## config.mk

```make
export PLATFORM = sky130hd
export DESIGN_NAME = regfile_write_arbiter
export DESIGN_NICKNAME = d
export VERILOG_FILES = /design/src/rtl/regfile_write_arbiter.sv
export SDC_FILE = /design/constraint.sdc
export NUM_CORES = 1
export LEC_CHECK = 0
export CAP_MARGIN = 5
export CORE_ASPECT_RATIO = 1.75
export CORE_MARGIN = 2
export CORE_UTILIZATION = 41
export DETAILED_ROUTE_END_ITERATION = 10
export PLACE_DENSITY = 0.81
export RECOVER_POWER = 100
export SETUP_SLACK_MARGIN = 0.05
export SLEW_MARGIN = 5
export SYNTH_ARGS = -nofsm -noshare
export SYNTH_HDL_FRONTEND = slang
export SYNTH_SLANG_ARGS = --single-unit
```

## constraint.sdc

```tcl
create_clock -name clk -period 3.65 [get_ports clk]
set_input_delay 0.73 -clock clk [delete_from_list [all_inputs] [get_ports clk]]
set_output_delay 0.73 -clock clk [all_outputs]
set_load 0.02 [all_outputs]
```

## src/rtl/regfile_write_arbiter.sv

```systemverilog
// Register-file write-port arbiter: round-robin grant of three write
// requesters into a single registered write stage with stall back-pressure.
//
// Ports:
//   clk, rst_n     clock, asynchronous active-low reset
//   reqValid[3]    per-requester write request (0=ALU, 1=MEM, 2=SYS)
//   reqSel[12]     per-requester destination index, bits [4i+3:4i]
//   reqData        per-requester write data, DATA_W bits each
//   reqReady[3]    one-hot grant (combinational)
//   stall          register file cannot accept a write this cycle
//   wrEn/wrSel/wrData  held write in the output stage
//   wr[16]         one-hot register write strobe
//   conflictCount  saturating count of contended cycles
module regfile_write_arbiter #(
  parameter int DATA_W = 8,
  parameter int NREQ   = 3
) (
  input  logic                   clk,
  input  logic                   rst_n,
  input  logic [NREQ-1:0]        reqValid,
  input  logic [4*NREQ-1:0]      reqSel,
  input  logic [DATA_W*NREQ-1:0] reqData,
  output logic [NREQ-1:0]        reqReady,
  input  logic                   stall,
  output logic                   wrEn,
  output logic [3:0]             wrSel,
  output logic [DATA_W-1:0]      wrData,
  output logic [15:0]            wr,
  output logic [7:0]             conflictCount
);

  logic [1:0]        lastGrant;
  logic [2:0]        grant;
  logic [2:0]        start;
  logic [2:0]        idx;
  logic              found;
  logic              xfer;
  logic              multi;
  logic [1:0]        gidx;
  logic [3:0]        gsel;
  logic [DATA_W-1:0] gdata;

  // Rotating priority: search starts one past the last granted requester.
  always_comb begin
    grant = '0;
    found = 1'b0;
    idx   = '0;
    start = (lastGrant == 2'd2) ? 3'd0 : {1'b0, lastGrant} + 3'd1;
    if (rst_n && !stall) begin
      for (int k = 0; k < 3; k++) begin
        idx = start + k[2:0];
        if (idx >= 3'd3) idx = idx - 3'd3;
        if (!found && reqValid[idx[1:0]]) begin
          grant[idx[1:0]] = 1'b1;
          found = 1'b1;
        end
      end
    end
  end

  assign reqReady = grant;
  assign xfer     = |(reqValid & grant);

  always_comb begin
    gidx  = 2'd0;
    gsel  = reqSel[3:0];
    gdata = reqData[DATA_W-1:0];
    unique case (1'b1)
      grant[1]: begin
        gidx  = 2'd1;
        gsel  = reqSel[7:4];
        gdata = reqData[2*DATA_W-1:DATA_W];
      end
      grant[2]: begin
        gidx  = 2'd2;
        gsel  = reqSel[11:8];
        gdata = reqData[3*DATA_W-1:2*DATA_W];
      end
      default: ;
    endcase
  end

  assign multi = (reqValid[0] & reqValid[1]) |
                 (reqValid[0] & reqValid[2]) |
                 (reqValid[1] & reqValid[2]);

  always_ff @(posedge clk or negedge rst_n) begin
    if (!rst_n) begin
      wrEn          <= 1'b0;
      wrSel         <= '0;
      wrData        <= '0;
      conflictCount <= '0;
      lastGrant     <= 2'd2;
    end else if (!stall) begin
      wrEn <= xfer;
      if (xfer) begin
        wrSel     <= gsel;
        wrData    <= gdata;
        lastGrant <= gidx;
      end
      if (multi && conflictCount != 8'hFF)
        conflictCount <= conflictCount + 8'd1;
    end
  end

  assign wr = wrEn ? (16'h0001 << wrSel) : 16'h0000;

endmodule

```

# Word-level counts from Yosys, hierarchy flattened
# Index checks and enable logic that the tools add are counted.
totals:
  output_inout_bits: 40
  in_bits: 42
  wordCells: 79
  reg_bits: 23
op_classes:
  bitwise_logic: 9
  n_mux: 33
  n_eq_ne: 2
  order_cmp: 9
  shift: 1
  add_sub_neg: 7
  n_reduce_logical: 13
op_table:
  columns: ["operator", "n"]
  rows:
  - ["two-way mux 3 bit", 7]
  - ["two-way mux 16 bit", 1]
  - ["case mux 8 bit (2 select lines)", 1]
  - ["<< shifter 1 x 4 -> 16 bit (first input constant)", 1]
  - ["two-way mux 2 bit", 6]
  - ["two-way mux 1 bit", 10]
  - ["greater-or-equal comparator 3 x 2 -> 1 bit (second input constant)", 3]
  - ["< comparator 2 x 3 -> 1 bit (second input constant)", 3]
  - ["adder 8 x 1 -> 8 bit (second input constant)", 1]
  - ["inequality test 8 bit (second input constant)", 1]
  - ["case mux 4 bit (2 select lines)", 1]
  - ["logical AND 1 bit", 7]
  - ["binary-select mux 1 bit (select 2 bit)", 3]
  - ["demux 1 bit (select 2 bit)", 3]
  - ["greater-or-equal comparator 2 x 1 -> 1 bit (second input constant)", 3]
  - ["bitwise OR 3 bit", 2]
  - ["subtractor 2 bit (second input constant)", 3]
  - ["case mux 2 bit (2 select lines)", 1]
  - ["AND reduction 2 bit", 2]
  - ["adder 2 x 1 -> 3 bit (second input constant)", 1]
  - ["adder 3 x 1 -> 3 bit (second input constant)", 1]
  - ["adder 3 x 2 -> 3 bit (second input constant)", 1]
  - ["bitwise AND 1 bit", 3]
  - ["bitwise AND 3 bit", 1]
  - ["other kinds (5)", 8]

# Depth between registers and ports, before layout
# Gate-level depths: netlist (run 1).
logic_depth:
  word_depth: 20
  depth_mapped: 11
  mapped_depth_nobuf: 9

# Worst setup path before layout (run 1)
# No wires, ideal clock.
synth_path:
  path_kind: "reg2out"
  from: "register lastGrant[1]"
  to: "output port reqReady[1]"
  path_buffers: 2
  t_arrival_ns: 2.132
  stages_incl_launch_ff: 10
  required_time_ns: 2.920
  slack_ns: 0.788
  path_cell_list: "dfstp_2 > inv_1 > ha_1 > buf_2 > and2_1 > o21ai_1 > nand3_1 > o32a_1 > inv_2 > buf_2"
synth_via:
  elab_chain_cells: 17
  word_cells_on_any_way: 54
  classes_between: "add/sub: 6; order compare: 9; eq/ne: 1; mux: 29; bitwise: 2; reduce/logical: 7"
synth_lines:
  columns: ["element", "line_no", "rtl"]
  rows:
  - ["start, declared", "32", "logic [1:0] lastGrant;"]
  - ["start signal, assigned", "99", "lastGrant <= gidx;"]
  - ["adder 2 x 1 -> 3 bit / == test 2 bit (equally long branches)", "48", "start = (lastGrant == 2'd2) ? 3'd0 : {1'b0, lastGrant} + 3'd1;"]
  - ["two-way mux 3 bit (*)", "48", null]
  - ["parallel branches: the longest is 13 deep, another holds adder 3 x 1 -> 3 bit", null, null]
  - ["two-way mux 3 bit (*)", "53", "if (!found && reqValid[idx[1:0]]) begin"]
  - ["two-way mux 3 bit (*)", "49", "if (rst_n && !stall) begin"]
  - ["end, declared", "23", "output logic [NREQ-1:0] reqReady,"]
# Mark *: on every way between the ends. The select of a mux whose other input is x is not followed.

# Worst setup path after layout (run 1)
layout_path:
  from: "input port reqValid[2]"
  to: "output port reqReady[1]"
layout_via:
  elab_chain_cells: 12
  word_cells_on_any_way: 22
  classes_between: "mux: 16; bitwise: 2; reduce/logical: 4"
layout_lines:
  columns: ["element", "line_no", "rtl"]
  rows:
  - ["start, declared", "20", "input logic [NREQ-1:0] reqValid,"]
  - ["binary-select mux 1 bit (select 2 bit)", "53", null]
  - ["two-way mux 1 bit (not written as such)", "53", null]
  - ["two-way mux 1 bit", "53", null]
  - ["two-way mux 1 bit", "49", null]
  - ["logical NOT 1 bit", "53", null]
  - ["logical AND 1 bit", "53", null]
  - ["two-way mux 1 bit", "53", null]
  - ["two-way mux 1 bit", "49", null]
  - ["logical NOT 1 bit", "53", null]
  - ["logical AND 1 bit", "53", null]
  - ["two-way mux 3 bit (*)", "53", null]
  - ["two-way mux 3 bit (*)", "49", null]
# Every way passes the cells marked *; elsewhere a longest branch is shown, timed or not. The select of a mux whose other input is x is not followed.

==> out/summary.md, run 1 <==
The tool flagged a number of max-cap violations equal to 0. The dominant cell by count in the synthesized netlist was sky130_fd_sc_hd__dfrtp_1. The number of stages on the worst hold path works out to 1. During synthesis, Yosys emitted a total of 0 warnings. Detailed placement ended at an HPWL of 4009 microns. Setup violations remaining at the end of the flow were counted as 0. The number of buffers added for setup after CTS came out at 0.

The clock drives 23 sinks. By count the netlist is led by 22 x sky130_fd_sc_hd__dfrtp_1, 17 x sky130_fd_sc_hd__nand3_1, 14 x sky130_fd_sc_hd__a31oi_1, 14 x sky130_fd_sc_hd__nand2_1, 12 x sky130_fd_sc_hd__a22oi_1. The share of total power dissipated in combinational logic is 60.6%. In this run the cell area measured after placement is 0.002608 sq mm. In this run, post-CTS hold repair placed 0 buffers.

In this run the deepest clock path goes through 2 buffers. Clock tree synthesis selected as its root buffer the cell sky130_fd_sc_hd__clkbuf_8. The number of I/O pins was 82; the clock group share of total power was 9.3%.

After routing the design area is 0.002638 sq mm. At the end of routability-driven placement, the weighted congestion stood at 0.7903. The sort of element at the end of the critical path is an output port.

The number of hold violations in the final report was 0. In this run the tool buffered the top-level ports with 81 buffer cells. The first global-routing pass estimated 8431 microns of wire. Of the total power, the share spent switching nets is 47.46%.

The worst slew slack as a fraction of its limit came out at 45.96%. Summing over every cut layer, the via total after detailed routing is 1900. From bottom edge to top edge, the die measures 89.54 microns. Global routing used 23.65% of the available tracks. The logs give 66 for the number of design-rule violations left by the first detailed-router iteration and 0 ns for the sum of negative setup slack. Once routing completed, OpenROAD measured the worst setup slack at 0.3937 ns. Counting flops and latches in the post-synthesis netlist gives 23. The first detailed-routing pass took 5 iterations. The largest area contributor in the netlist was sky130_fd_sc_hd__dfrtp_1. The average via count per standard cell was 5.810. Most frequently used flop master after synthesis: sky130_fd_sc_hd__dfrtp_1.

The critical path is of the primary input to output port type. For the pin with the worst max-slew slack, the measured transition is 0.8091 ns. The clock reaches the later pin of the worst-skew pair after 0.27 ns. Once the floorplan was initialized, standard cells occupied 42.09% of the core. The CTS clock-pin slew for the worst setup and hold paths was 0.08 ns; the number of synthesized flops with an enable pin was 0.

Clock tree skew after final layout: 0.005659 ns. The average instance in the mapped netlist occupies 8.836 sq um. Data on the critical path arrives at its endpoint at 2.53 ns.

The achievable frequency is 307.1 MHz. The portion of the post-synthesis area used by sequential elements is 33.65%. The floorplan step defined a core boundary enclosing 0.004073 sq mm. The die covers 0.004734 sq mm.

The worst path needs 3.256 ns of the cycle, external delays included. The run finished with clean final reports. The number of global-route vias before repair was 1788. The max-slew violation count is 0, and the standard-cell row count is 31. The sequential group share of total power came out at 30.1%. The tools report the internal power as 917.0 uW.

TritonCTS built the clock tree. Relative to the synthesized area, the layout overhead comes to 53.87%. The remaining antenna violation count was 0; the number of DRC violations after detailed routing was 0. The startpoint kind of the worst setup timing path was a primary input.

Global routing finished with a remaining overflow of 0. The tools report the register area as 576.8 sq um. The tools report the required time of the critical path as 2.92 ns.

The analysis attributes to cell leakage a power of 0.001106 uW. The number of buffers created by CTS was 3; the period utilization was 89.21%. Cells with a size suffix above 1 make up 8.273% of the layout.

VDD sags by at most 0.4870 mV. The power density relative to cell area works out to 661.7 mW/mm^2. The run gives 338 as the number of inserted filler cells in the final layout. For the count of antenna diodes in the layout, the log shows 0. The post-place setup slack was 0.1095 ns. The total area of multi-input combinational cells was 0.001039 sq mm; the wire length per cell was 16.11 microns. In this run the worst path has a maximum fanout of 7.

The horizontal die dimension was 52.88 microns; the routed wire length was 5267 microns. The top cell type's share of synthesized area was 32.12%; the fraction of registers with async set/reset was 100.0%. The switching component of the power was 828.2 uW. The path category of the worst min-delay check was flop to flop. Counting every instance in the synthesized netlist gives 194. The level count of the clock H-tree is 1. By area the synthesized netlist is led by sky130_fd_sc_hd__dfrtp_1 32%, sky130_fd_sc_hd__a22oi_1 5.3%, sky130_fd_sc_hd__a31oi_1 5.1%. The tools report the total standard cell area after synthesis as 0.001714 sq mm. Entering global routing, the biggest net connects 25 pins. On the final layout, the worst hold slack is 0.5109 ns. The number of resized instances in the post-cts repair step is 0. Initial antenna violation count: 0. The length in cells of the worst reg-to-reg path is 9. The number of nets handed over by synthesis was 243.

The number of unique standard cell types used by synthesis is 46. The net count of the finished layout is 328. Setup repair after global routing left no endpoint under its margin.
==> sequential cells by signal (all words and copies together) (netlist names) <==
register       flops
conflictCount      8
wrData             8
lastGrant          2
wrEn               1
wrSel              4
==> final cells by class <==
class                   count  share of cell area (%)
repair buffers             92                   33.30
well taps                  49                   2.324
clock inverters             1                  0.2846
multi-input cells         150                   39.37
flip-flops and latches     23                   21.87
clock buffers               3                   1.565
inverters                   9                   1.281
==> routing by layer <==
layer  vias up  share of wire (%)  track usage [%]  wire length, microns
met5         -                  0                0                     0
met4         0                1.8            9.324                    94
met3         7                2.9            1.505                   151
met2        55                 57            41.93                  2997
met1       925                 38            29.22                  2024
li1        913                  -                -                     -
==> through the flow <==
step                      util [%]  std cells  power [uW]
after floorplan                  -        194        1175
after global placement       64.02        323        1618
after detailed placement     64.02        323        1638
after CTS                    65.22        327        1807
after global routing         64.76        327        1871
final                        64.76        327        1745
==> path summary, 6_finish.rpt <==
| check | startpoint | endpoint | slack, ns |
|---|---|---|---|
| max | reqValid[2] | reqReady[1] | 0.39 |
| min | conflictCount[7] | conflictCount[7] | 0.51 |
| max reg2reg | lastGrant[0] | lastGrant[0] | 0.41 |
| min reg2reg | conflictCount[7] | conflictCount[7] | 0.51 |
| max in group asynchronous | rst_n | lastGrant[1] | 2.45 |
| min in group asynchronous | rst_n | conflictCount[4] | 0.91 |
==> power groups by stage <==
stage	clock network [uW]	logic (uW)	registers [uW]
after global routing	176	1150	543
after global placement	0	1090	525
after CTS	165	1120	523
after floorplan	0	577	598
final	163	1060	525
after detailed placement	0	1110	527
==> worst max-delay path, stage by stage <==
cell and delay (ns):
sky130_fd_sc_hd__dlygate4sd3_1 0.62, sky130_fd_sc_hd__and2_1 0.17, sky130_fd_sc_hd__o21ai_1 0.18, sky130_fd_sc_hd__nand3_1 0.11, sky130_fd_sc_hd__o32a_1 0.40, sky130_fd_sc_hd__inv_2 0.08, sky130_fd_sc_hd__clkbuf_1 0.23
==> kinds of logic (layout without fill, tap and decap cells) <==
| group | Yosys count | after routing | share of synthesized area (%) |
|---|---|---|---|
| buffers and inverters | 21 | 105 | 5.547 |
| AOI/OAI and AO/OA | 59 | 59 | 27.08 |
| DFF | 23 | 23 | 33.65 |
| xor gates and xnor gates | 6 | 6 | 3.066 |
| adders and majority gates | 7 | 7 | 5.109 |
| and+or+nand+nor | 71 | 71 | 20.66 |
| muxes | 7 | 7 | 4.890 |
==> cell usage in the layout (no fill, tap or decap), drive strengths merged, types with 5 or more instances in the layout <==
master,Yosys,layout
dlygate4sd3,0,39
clkdlybuf4s50,0,38
dfrtp,22,22
nand3,17,17
nand2,14,14
a31oi,14,14
a22oi,12,12
a2111oi,12,12
nor3,11,11
nor2,11,11
buf,6,9
inv,9,9
ha,7,7
clkbuf,6,7
nand2b,5,5
mux2,5,5
(Power assumes the default switching activity.)
==> inputs of run 2 (changes only) <==
SETUP_SLACK_MARGIN = not set   (was 0.05)
==> out/summary.md, run 2 (synthesis gave the netlist of run 1 again) <==
The run finished with clean final reports. The tools report the sum of negative setup slack as 0 ns (unchanged). TritonCTS built the clock tree. The worst stage delay on the critical path was 0.61 ns (was 0.62 ns); the transition time at the pin with the least slew margin was 0.8347 ns (was 0.8091 ns).

Switching component of the power: 827.3 uW (was 828.2 uW). The number of buffers inserted by port buffering came out at 81 (unchanged). The tools report the achievable frequency as 289.1 MHz (was 307.1 MHz). For the worst slew slack as a fraction of its limit, the log shows 44.25% (was 45.96%). The level count of the clock H-tree came out at 1 (unchanged). Power density relative to cell area: 661.6 mW/mm^2 (was 661.7 mW/mm^2).

The max-slew violation count was 0 (unchanged). The sum of net half-perimeters after detailed placement is 4009 microns (unchanged). The arrival time at the worst endpoint is 2.73 ns (was 2.53 ns). Critical path's slowest cell: sky130_fd_sc_hd__clkdlybuf4s50_1 (was sky130_fd_sc_hd__dlygate4sd3_1). Registers with the highest flip-flop counts: conflictCount: 8 flops, wrData: 8 flops, wrSel: 4 flops (unchanged). The count of vias placed by the detailed router is 1894 (was 1900), and the standard-cell row count is 31 (unchanged). The tools report the clock tree skew after final layout as 0.004818 ns (was 0.005659 ns). The tools report the effective utilization at floorplan as 42.09% (unchanged). The CTS clock-pin slew for the worst setup and hold paths is 0.08 ns (about the same), and the final count of negative-setup-slack endpoints is 0 (unchanged). The maximum net fanout on the critical path is 7 (unchanged), and the full die area is 0.004734 sq mm (unchanged).

The first-pass iteration count of the detailed router came out at 4 (was 5). The layout overhead on the synthesized area is 53.58% (was 53.87%), and the number of max-cap violations is 0 (unchanged). The share of total power in combinational logic came out at 60.6% (about the same). The run gives 328 (unchanged) as the post-layout net count. For the insertion delay to the later sink of the worst-skew pair, the log shows 0.27 ns (about the same). The sequential group share of total power is 30.1% (about the same). The average via count per standard cell was 5.792 (was 5.810); the number of hold violations in the final report was 0 (unchanged).

The number of I/O pins was 82 (unchanged). The share of post-route cells with drive strength above 1 was 7.914% (was 8.273%); the worst path buffer plus inverter count was 3 (unchanged). The tools report the startpoint kind of the worst setup timing path as a primary input (unchanged). Path category of the worst min-delay check: flop to flop (unchanged).

The number of clock sinks is 23 (unchanged). The minimum clock period was 3.460 ns (was 3.256 ns). The first-pass GRT wire length came out at 8431 microns (unchanged). The kind of critical path was primary input to output port (unchanged). The tools report the clock group share of total power as 9.4% (was 9.3%). The initial antenna violation count is 0 (unchanged), and the maximum number of pins on one net before global-route repair is 25 (unchanged).

The tools report the weighted congestion at the end of routability-driven global placement as 0.7903 (unchanged). The die span in y works out to 89.54 microns (unchanged). The horizontal die dimension works out to 52.88 microns (unchanged).

The worst hold margin was 0.5106 ns (was 0.5109 ns); the number of resized instances in the post-cts repair step was 0 (unchanged). The largest vdd supply drop was 0.4858 mV (was 0.4870 mV). The period utilization is 94.78% (was 89.21%). Top library cells by usage in the layout, fill and taps aside: 40 x sky130_fd_sc_hd__clkdlybuf4s50_1, 38 x sky130_fd_sc_hd__dlygate4sd3_1, 22 x sky130_fd_sc_hd__dfrtp_1 (was 39 x sky130_fd_sc_hd__dlygate4sd3_1, 38 x sky130_fd_sc_hd__clkdlybuf4s50_1, 22 x sky130_fd_sc_hd__dfrtp_1). The switching fraction of total power is 47.50% (was 47.46%), and the number of design-rule violations left by the first detailed-router iteration is 66 (unchanged). The total global routing overflow came out at 0 (unchanged).

The sort of element at the end of the critical path was an output port (unchanged). Remaining antenna violation count: 0 (unchanged). The routed wire length was 5251 microns (was 5267 microns); the leakage power was 0.001089 uW (was 0.001106 uW). The clock root buffer was sky130_fd_sc_hd__clkbuf_8 (unchanged). The internal power was 914.3 uW (was 917.0 uW); the wire length per cell was 16.06 microns (was 16.11 microns). The required time of the critical path is 2.92 ns (about the same).

Count of antenna diodes in the layout: 0 (unchanged). The number of global-route vias before repair was 1788 (unchanged); the cts-stage hold buffer count was 0 (unchanged). The most frequent cell on the critical path was sky130_fd_sc_hd__clkdlybuf4s50_1. Setup repair after global routing left no endpoint under its margin.

Number of buffers added for setup after CTS: 0 (unchanged). Crit path cell chain: clkdlybuf4s50_1 -> and2b_1 -> mux2_4 -> nand4_1 -> a21o_1 -> inv_1 -> clkdlybuf4s50_1 (was dlygate4sd3_1 -> and2_1 -> o21ai_1 -> nand3_1 -> o32a_1 -> inv_2 -> clkbuf_1). The most common library cell in the layout ignoring fill and taps was sky130_fd_sc_hd__clkdlybuf4s50_1 (was sky130_fd_sc_hd__dlygate4sd3_1). For the maximum clock insertion buffer count, the log shows 2 (unchanged). Global routing usage summed across all routing layers: 23.65% (unchanged). The critical path's top delay family was buffers and inverters (unchanged). The number of DRC violations after detailed routing was 0 (unchanged); the area of the core region was 0.004073 sq mm (unchanged).

The number of buffers created by CTS is 3 (unchanged).
-- run 2: cell types whose count changed in the layout (fill, tap and decap cells not counted), sizes merged --
cell           before  now
dlymetal6s2s        2    1
dlygate4sd3        39   38
clkdlybuf4s50      38   40
-- run 2: stage by stage --
stage	cell area (sq um)	total power [uW]	instances	utilization [%]	setup slack, ns
6_report	2633	1742	327	64.64	0.1904
4_1_cts	2656	1807	327	65.22	0.08869
5_1_grt	2633	1868	327	64.64	0.05458
2_1_floorplan	1714	1175	194	-	0.7880
3_3_place_gp	2608	1618	323	64.02	0.1394
3_5_place_dp	2608	1638	323	64.02	0.1095
-- run 2: worst paths after layout --
| check | startpoint | end | slack, ns | cells after the start |
|---|---|---|---|---|
| min in group asynchronous | rst_n | conflictCount[4] | 0.91 | 2 |
| max in group asynchronous | rst_n | lastGrant[1] | 2.45 | 2 |
| setup / recovery | reqValid[2] | reqReady[2] | 0.19 | 7 |
| hold / removal | conflictCount[7] | conflictCount[7] | 0.51 | 1 |
| setup reg to reg | lastGrant[0] | lastGrant[0] | 0.36 | 9 |
| hold reg to reg | conflictCount[7] | conflictCount[7] | 0.51 | 1 |
-- run 2: layout make-up --
cell class / instances / area (sq um)
fill: 340 / 1440
multi-input combinational: 150 / 1036
timing repair buffer: 92 / 875.8
sequential: 23 / 576.8
tap: 49 / 61.31
clock buffer: 3 / 41.29
inverter: 9 / 33.78
clock inverter: 1 / 7.507
-- run 2: routing by layer --
metal | track usage [%] | share of wire [%] | wire [microns]
met1 | 29.22 | 39 | 2041
met5 | 0 | 0 | 0
met4 | 9.324 | 1.8 | 94
met3 | 1.505 | 2.8 | 146
met2 | 41.93 | 57 | 2969
-- run 2: power by group through the flow --
| stage | clock [uW] | sequential (uW) | combinational (uW) |
|---|---|---|---|
| final | 164 | 524 | 1050 |
| after global routing | 176 | 543 | 1150 |
| after CTS | 165 | 523 | 1120 |
| after detailed placement | 0 | 527 | 1110 |
| after global placement | 0 | 525 | 1090 |
| after floorplan | 0 | 598 | 577 |
-- run 2: worst reg2reg max path: stages (launching register included) --
cell and delay [ns]:
sky130_fd_sc_hd__dfrtp_1 0.46, sky130_fd_sc_hd__inv_1 0.16, sky130_fd_sc_hd__ha_1 0.33, sky130_fd_sc_hd__mux2_1 0.38, sky130_fd_sc_hd__a211oi_1 0.26, sky130_fd_sc_hd__a221oi_1 0.14, sky130_fd_sc_hd__nor3_1 0.59, sky130_fd_sc_hd__clkbuf_1 0.42
sky130_fd_sc_hd__a211o_4 0.27, sky130_fd_sc_hd__mux2i_1 0.21
